[src/rtl/dispatch_station.sv]
// Dispatch station: collapsing queue of decomposed instructions that wait for late operands
// from the forwarding bus and issue oldest-ready-first to the execution unit.
module dispatch_station #(
   parameter int unsigned DEPTH  = 4,
   parameter int unsigned IDX_W  = 2,
   parameter int unsigned INST_W = 116
) (
   input  logic              clk,
   input  logic              rst,
   input  logic              flush,
   input  logic              in_valid,
   output logic              in_ready,
   input  logic [INST_W-1:0] in_inst,
   input  logic [4:0]        in_rs1,
   input  logic [4:0]        in_rs2,
   input  logic              fwd_valid,
   input  logic [4:0]        fwd_addr,
   input  logic [31:0]       fwd_data,
   output logic              issue_valid,
   input  logic              issue_ready,
   output logic [INST_W-1:0] issue_inst,
   output logic [IDX_W:0]    count,
   output logic              full,
   output logic              empty
);

   localparam int unsigned S1V     = 5;
   localparam int unsigned RS1_LSB = 6;
   localparam int unsigned S2V     = 38;
   localparam int unsigned RS2_LSB = 39;
   localparam int unsigned MEM_LSB = 84;

   logic [INST_W-1:0] img_q [DEPTH];
   logic [4:0]        rs1_q [DEPTH];
   logic [4:0]        rs2_q [DEPTH];
   logic [IDX_W:0]    count_q;

   logic [INST_W-1:0] img_d [DEPTH];
   logic [4:0]        rs1_d [DEPTH];
   logic [4:0]        rs2_d [DEPTH];
   logic [IDX_W:0]    count_d;

   logic              found;
   logic [IDX_W-1:0]  sel;
   logic              fire;
   logic              accept;
   logic              wake_hit;
   int unsigned       cnt_u;
   int unsigned       surv;

   assign cnt_u    = 32'(count_q);
   assign count    = count_q;
   assign full     = (count_q == (IDX_W+1)'(DEPTH));
   assign empty    = (count_q == '0);
   assign in_ready = !full;

   always_comb begin : select_oldest
      found = 1'b0;
      sel   = '0;
      for (int unsigned i = 0; i < DEPTH; i++) begin
         if (!found && i < cnt_u && img_q[i][S1V] && img_q[i][S2V]) begin
            found = 1'b1;
            sel   = IDX_W'(i);
         end
      end
      issue_valid = found;
      issue_inst  = found ? img_q[sel] : '0;
   end

   // Each destination slot pulls from itself or its younger neighbour; the incoming entry lands
   // right behind the survivors, and wakeup is applied after the move so it hits the final slot.
   always_comb begin : next_state
      fire     = found & issue_ready;
      accept   = in_valid & in_ready;
      surv     = cnt_u - (fire ? 32'd1 : 32'd0);
      wake_hit = fwd_valid && (fwd_addr != 5'd0);
      for (int unsigned j = 0; j < DEPTH; j++) begin
         int unsigned src;
         logic        live;
         src      = (fire && j >= 32'(sel)) ? j + 1 : j;
         live     = 1'b0;
         img_d[j] = '0;
         rs1_d[j] = '0;
         rs2_d[j] = '0;
         if (j < surv && src < DEPTH) begin
            live     = 1'b1;
            img_d[j] = img_q[src];
            rs1_d[j] = rs1_q[src];
            rs2_d[j] = rs2_q[src];
         end else if (accept && j == surv) begin
            live     = 1'b1;
            img_d[j] = in_inst;
            rs1_d[j] = in_rs1;
            rs2_d[j] = in_rs2;
         end
         if (live && wake_hit && !img_d[j][S1V] && rs1_d[j] == fwd_addr) begin
            img_d[j][RS1_LSB +: 32] = fwd_data;
            img_d[j][S1V]           = 1'b1;
         end
         if (live && wake_hit && !img_d[j][S2V] && rs2_d[j] == fwd_addr) begin
            img_d[j][RS2_LSB +: 32] = fwd_data;
            img_d[j][MEM_LSB +: 32] = fwd_data;
            img_d[j][S2V]           = 1'b1;
         end
      end
      count_d = count_q - (IDX_W+1)'(fire) + (IDX_W+1)'(accept);
   end

   always_ff @(posedge clk) begin
      if (rst || flush) begin
         count_q <= '0;
         for (int unsigned k = 0; k < DEPTH; k++) begin
            img_q[k] <= '0;
            rs1_q[k] <= '0;
            rs2_q[k] <= '0;
         end
      end else begin
         count_q <= count_d;
         for (int unsigned k = 0; k < DEPTH; k++) begin
            img_q[k] <= img_d[k];
            rs1_q[k] <= rs1_d[k];
            rs2_q[k] <= rs2_d[k];
         end
      end
   end

endmodule
[config.mk]
export PLATFORM = sky130hd
export DESIGN_NAME = dispatch_station
export DESIGN_NICKNAME = d
export VERILOG_FILES = /design/src/rtl/dispatch_station.sv
export SDC_FILE = /design/constraint.sdc
export NUM_CORES = 2
export LEC_CHECK = 0
export CELL_PAD_IN_SITES_DETAIL_PLACEMENT = 1
export CELL_PAD_IN_SITES_GLOBAL_PLACEMENT = 1
export CORE_MARGIN = 2
export CORE_UTILIZATION = 48
export CTS_BUF_LIST = sky130_fd_sc_hd__clkbuf_16
export CTS_CLUSTER_SIZE = 20
export DETAILED_ROUTE_END_ITERATION = 8
export DONT_BUFFER_PORTS = 1
export PLACE_DENSITY_LB_ADDON = 0.25
export SKIP_CTS_REPAIR_TIMING = 1
export SYNTH_ARGS = -nofsm -noshare
export SYNTH_HDL_FRONTEND = slang
export SYNTH_SLANG_ARGS = --single-unit
[constraint.sdc]
create_clock -name clk -period 5.3 [get_ports clk]
set_input_delay 0.265 -clock clk [delete_from_list [all_inputs] [get_ports clk]]
set_output_delay 0.265 -clock clk [all_outputs]
set_load 0.01 [all_outputs]
==> results.md <==
* Run status: complete, but fails checks
* Failing checks: hold timing
* H-tree levels at 2
* Setup repair after global routing missed its margin: no
* Post-synthesis adder-cell area fraction at less than 1%
* Sequential element share of the synthesized area at around a third
* DRT iter0 DRCs at 4226
* Width of the die at between 200 and 300 um
* Area of the die at roughly 0.065 mm2
* Max capacitance violation total at 0
* Share of the synthesized area in the top cell type at 33.58%
* Crit Path Class: reg -> reg
* Critical path cell sequence: inv_1 > ha_2 > and3b_1 > a21oi_4 > and2_4 > inv_2 > nand2_2 > inv_2 > ha_1 > ha_1 > or3b_1 > nor4_4 > buf_4 > nand2_1 > a311oi_1 > o211ai_1 > nor3_4 > nor4_4 > buf_12 > a221o_1
* Delay contributed by the slowest stage of the critical path at just under 0.5 ns
* Share of cell area taken by muxes after synthesis at around a tenth
* Overall power after layout at 8.721 mW
* Total Routing Usage GR at 40.38%
* Post-synth ARST share at 0%
* Flip-flop and latch count after synthesis at around 510
* Sinks on the clock net at roughly 500
* Kind of end point of the critical path: flop
* Data required, critical path at about 6 ns
* Routed WL per cell at about 31 um
* Total Wirelength at approximately 140000 um
* Most frequent standard cell in the layout excluding fill and tap cells: nand2_1
* Warnings from Yosys at 0
* Share of the synthesized netlist area taken by xor and xnor gates at 0.9521%
* Relative area change from synthesis to final layout at 12.97%
* First-pass GRT wire length at about 200000 um
* Post-Syn Area per Cell at roughly 8 um2
* I/O Buffers at 0
* Synth Instances at ~3.9k
* Largest area contributor in the netlist: dfxtp_1
* Master of the slowest instance on the critical path: or3b_1
* Max-Slew Margin vs Limit at under 10%
* Highest Clock Rate at a little under 200 MHz
* Number of nets produced by synthesis at roughly 4.1k
* Cts bufs inserted at 58
* Sort of element at the start of the critical path: flop
* TritonCTS clock tree: done
* Main area contributors after synthesis: dfxtp_1, mux2i_1, nand2_1
* Simple logic cell fraction of the synthesized area at 18.99%
* First drt pass iteration count at 7
* Total count of max-transition violations in the final report at 0
* Initial core utilization at a little under 50%
* Max Clock Skew at approximately 0.024 ns
* Arrival time worst endpoint at roughly 5.6 ns
* Number of enable flip-flop cells after synthesis at 0
* Static Leakage at roughly 11 nW
* Routed vias/inst at 7.187
* Maximum number of pins on one net before global-route repair at roughly 190
* Clock root cell: clkbuf_16
* Least-Margin Pin Slew at between 1 and 1.5 ns
* Largest family of logic cells by synthesized area: compound AO/OA/AOI/OAI gates
* Tcrit/Tclk final at a little over nine tenths
* Die Height at about 250 um
* Clock-pin transition on the worst setup and hold timing paths at roughly 0.060 ns
* Largest vdd supply drop at around 0.23 mV
* Row count at 91
* Critical path peak fanout at 64
* Cell area power density at between 200 and 300 mW/mm2
* Worst hold-check slack at -0.07283 ns
* Fraction of layout cells with a size suffix above 1 at just under 6%
* Synth Area in Compound Gates at 29.48%
* Core ar. at just over 0.06 mm2
* Final Wtd Congestion at roughly 0.88
* Maximum root-to-sink buffer count at 3
* Post-synthesis instance area at approximately 0.030 mm2
* Path category of the worst min-delay check: in -> reg
* Antenna violations before repair at 19
* Min cycle time layout at a little over 5 ns
* Number of vias after detailed routing at between 30k and 40k
* Predominant post-synthesis flop cell: dfxtp_1
* Overflow left after global routing at 0
* Number of routed nets with antenna violations at 0
* DP Wirelength at a little over 80000 um
* Number of setup violations in the final report at 0
* Clock network latency to the later pin of the worst-skew pair at 0.66 ns
* Ports at 292
* Commonest cells after routing, fill and taps aside: nand2_1, dfxtp_1, a21oi_1
* Setup Total Neg Slack at 0 ns
* Number of distinct standard cells referenced by the synthesized netlist at 76
* Via count of the first global-routing pass at between 30k and 40k
* Number of failing hold endpoints at the final stage at between 70 and 80
* Number of nets in the layout at between 3k and 4k
* DRC at 0
-- path summary, 6_finish.rpt --
check | slack, ns | end | depth (start not counted) | start
max | 0.19 | img_q[3][47]$_SDFFE_PP0P_ | 20 | count[1]$_SDFF_PP0_
min | -0.07 | img_q[2][93]$_SDFFE_PP0P_ | 4 | in_inst[93]
max reg2reg | 0.19 | img_q[3][47]$_SDFFE_PP0P_ | 20 | count[1]$_SDFF_PP0_
min reg2reg | 0.52 | rs2_q[3][0]$_SDFF_PP0_ | 2 | rs2_q[3][0]$_SDFF_PP0_
-- cell type report --
| type | count | area, um2 |
|---|---|---|
| Antenna cell | 20 | 50.05 |
| Clock buffer | 59 | 1476 |
| Clock inverter | 46 | 322.8 |
| Fill cell | 7477 | 27790 |
| Inverter | 23 | 86.33 |
| Multi-Input combinational cell | 2926 | 18420 |
| Sequential cell | 507 | 10150 |
| Tap cell | 837 | 1047 |
| Timing Repair Buffer | 255 | 2596 |
-- metal layers --
| layer | wire (um) | GRT usage, % | up-vias |
|---|---|---|---|
| met3 | 18620 | 11.97 | 466 |
| met2 | 63490 | 63.73 | 2245 |
| met4 | 5991 | 18.85 | 8 |
| li1 | - | - | 14030 |
| met1 | 55280 | 50.62 | 16830 |
| met5 | 58 | 0 | - |
-- state kept, by name, indices dropped and copies added (netlist names) --
signal,cells
rs1_q,20
rs2_q,20
img_q,464
count,3
-- cell families after synthesis --
group	after synthesis
AO/OA/AOI/OAI	1284
XOR/XNOR	32
adder cells (fa/ha/maj)	7
buffers and inverters	445
flip-flops	507
multiplexers	318
AND/OR/NAND/NOR	1285
-- cells in the mapped netlist, drive strengths merged, types with 3 or more instances --
master   instances
nor3            41
o31ai           65
nor4             7
nand2          789
inv             20
mux2i          318
o21ai          109
o211ai          69
nand3           41
o221ai           3
clkbuf         334
nor2b          157
a221oi          37
xor2             5
nand4           37
nor2           128
nor4b            3
a211oi         237
o21a             3
a22oi           29
and4             3
xnor2           27
buf             88
a21oi          436
dfxtp          507
or2              8
a221o           65
a311o          160
nand2b           4
a22o             3
and2            19
a311oi           5
a2111oi          7
a31oi           35
clkinv           3
ha               6
and3            37
o22ai            6
-- metrics by stage --
step                utilization, %  cell area [um2]  hold WS [ns]  cells  worst slack, ns
CTS                          52.42            32470       -0.2630   4492           0.1263
global placement             49.52            30670        0.3992   4387           0.4694
finish                       55.13            34150      -0.07283   4673           0.1927
detailed placement           49.52            30670        0.4080   4387           0.1384
global route                 55.09            34120     -0.004464   4664         0.005340
floorplan                        -            30230        0.3974   3878           0.6947
-- report_power, final --
group          internal [mW]  switching [mW]  leakage (nW)
clock network           2.20            1.79         0.945
registers               3.87          0.0399          4.10
logic                  0.280           0.542          6.08
total                   6.35            2.37          11.1
-- worst max-delay path: cells and delay by family, from the launching register on --
| kind | cells | cell delay, ns |
|---|---|---|
| AND/OR/NAND/NOR | 8 | 1.74 |
| AO/OA/AOI/OAI | 4 | 1.16 |
| adder cells (fa/ha/maj) | 3 | 0.90 |
| buffers and inverters | 5 | 0.82 |
| flip-flops | 1 | 0.31 |
(Power assumes the default switching activity.)
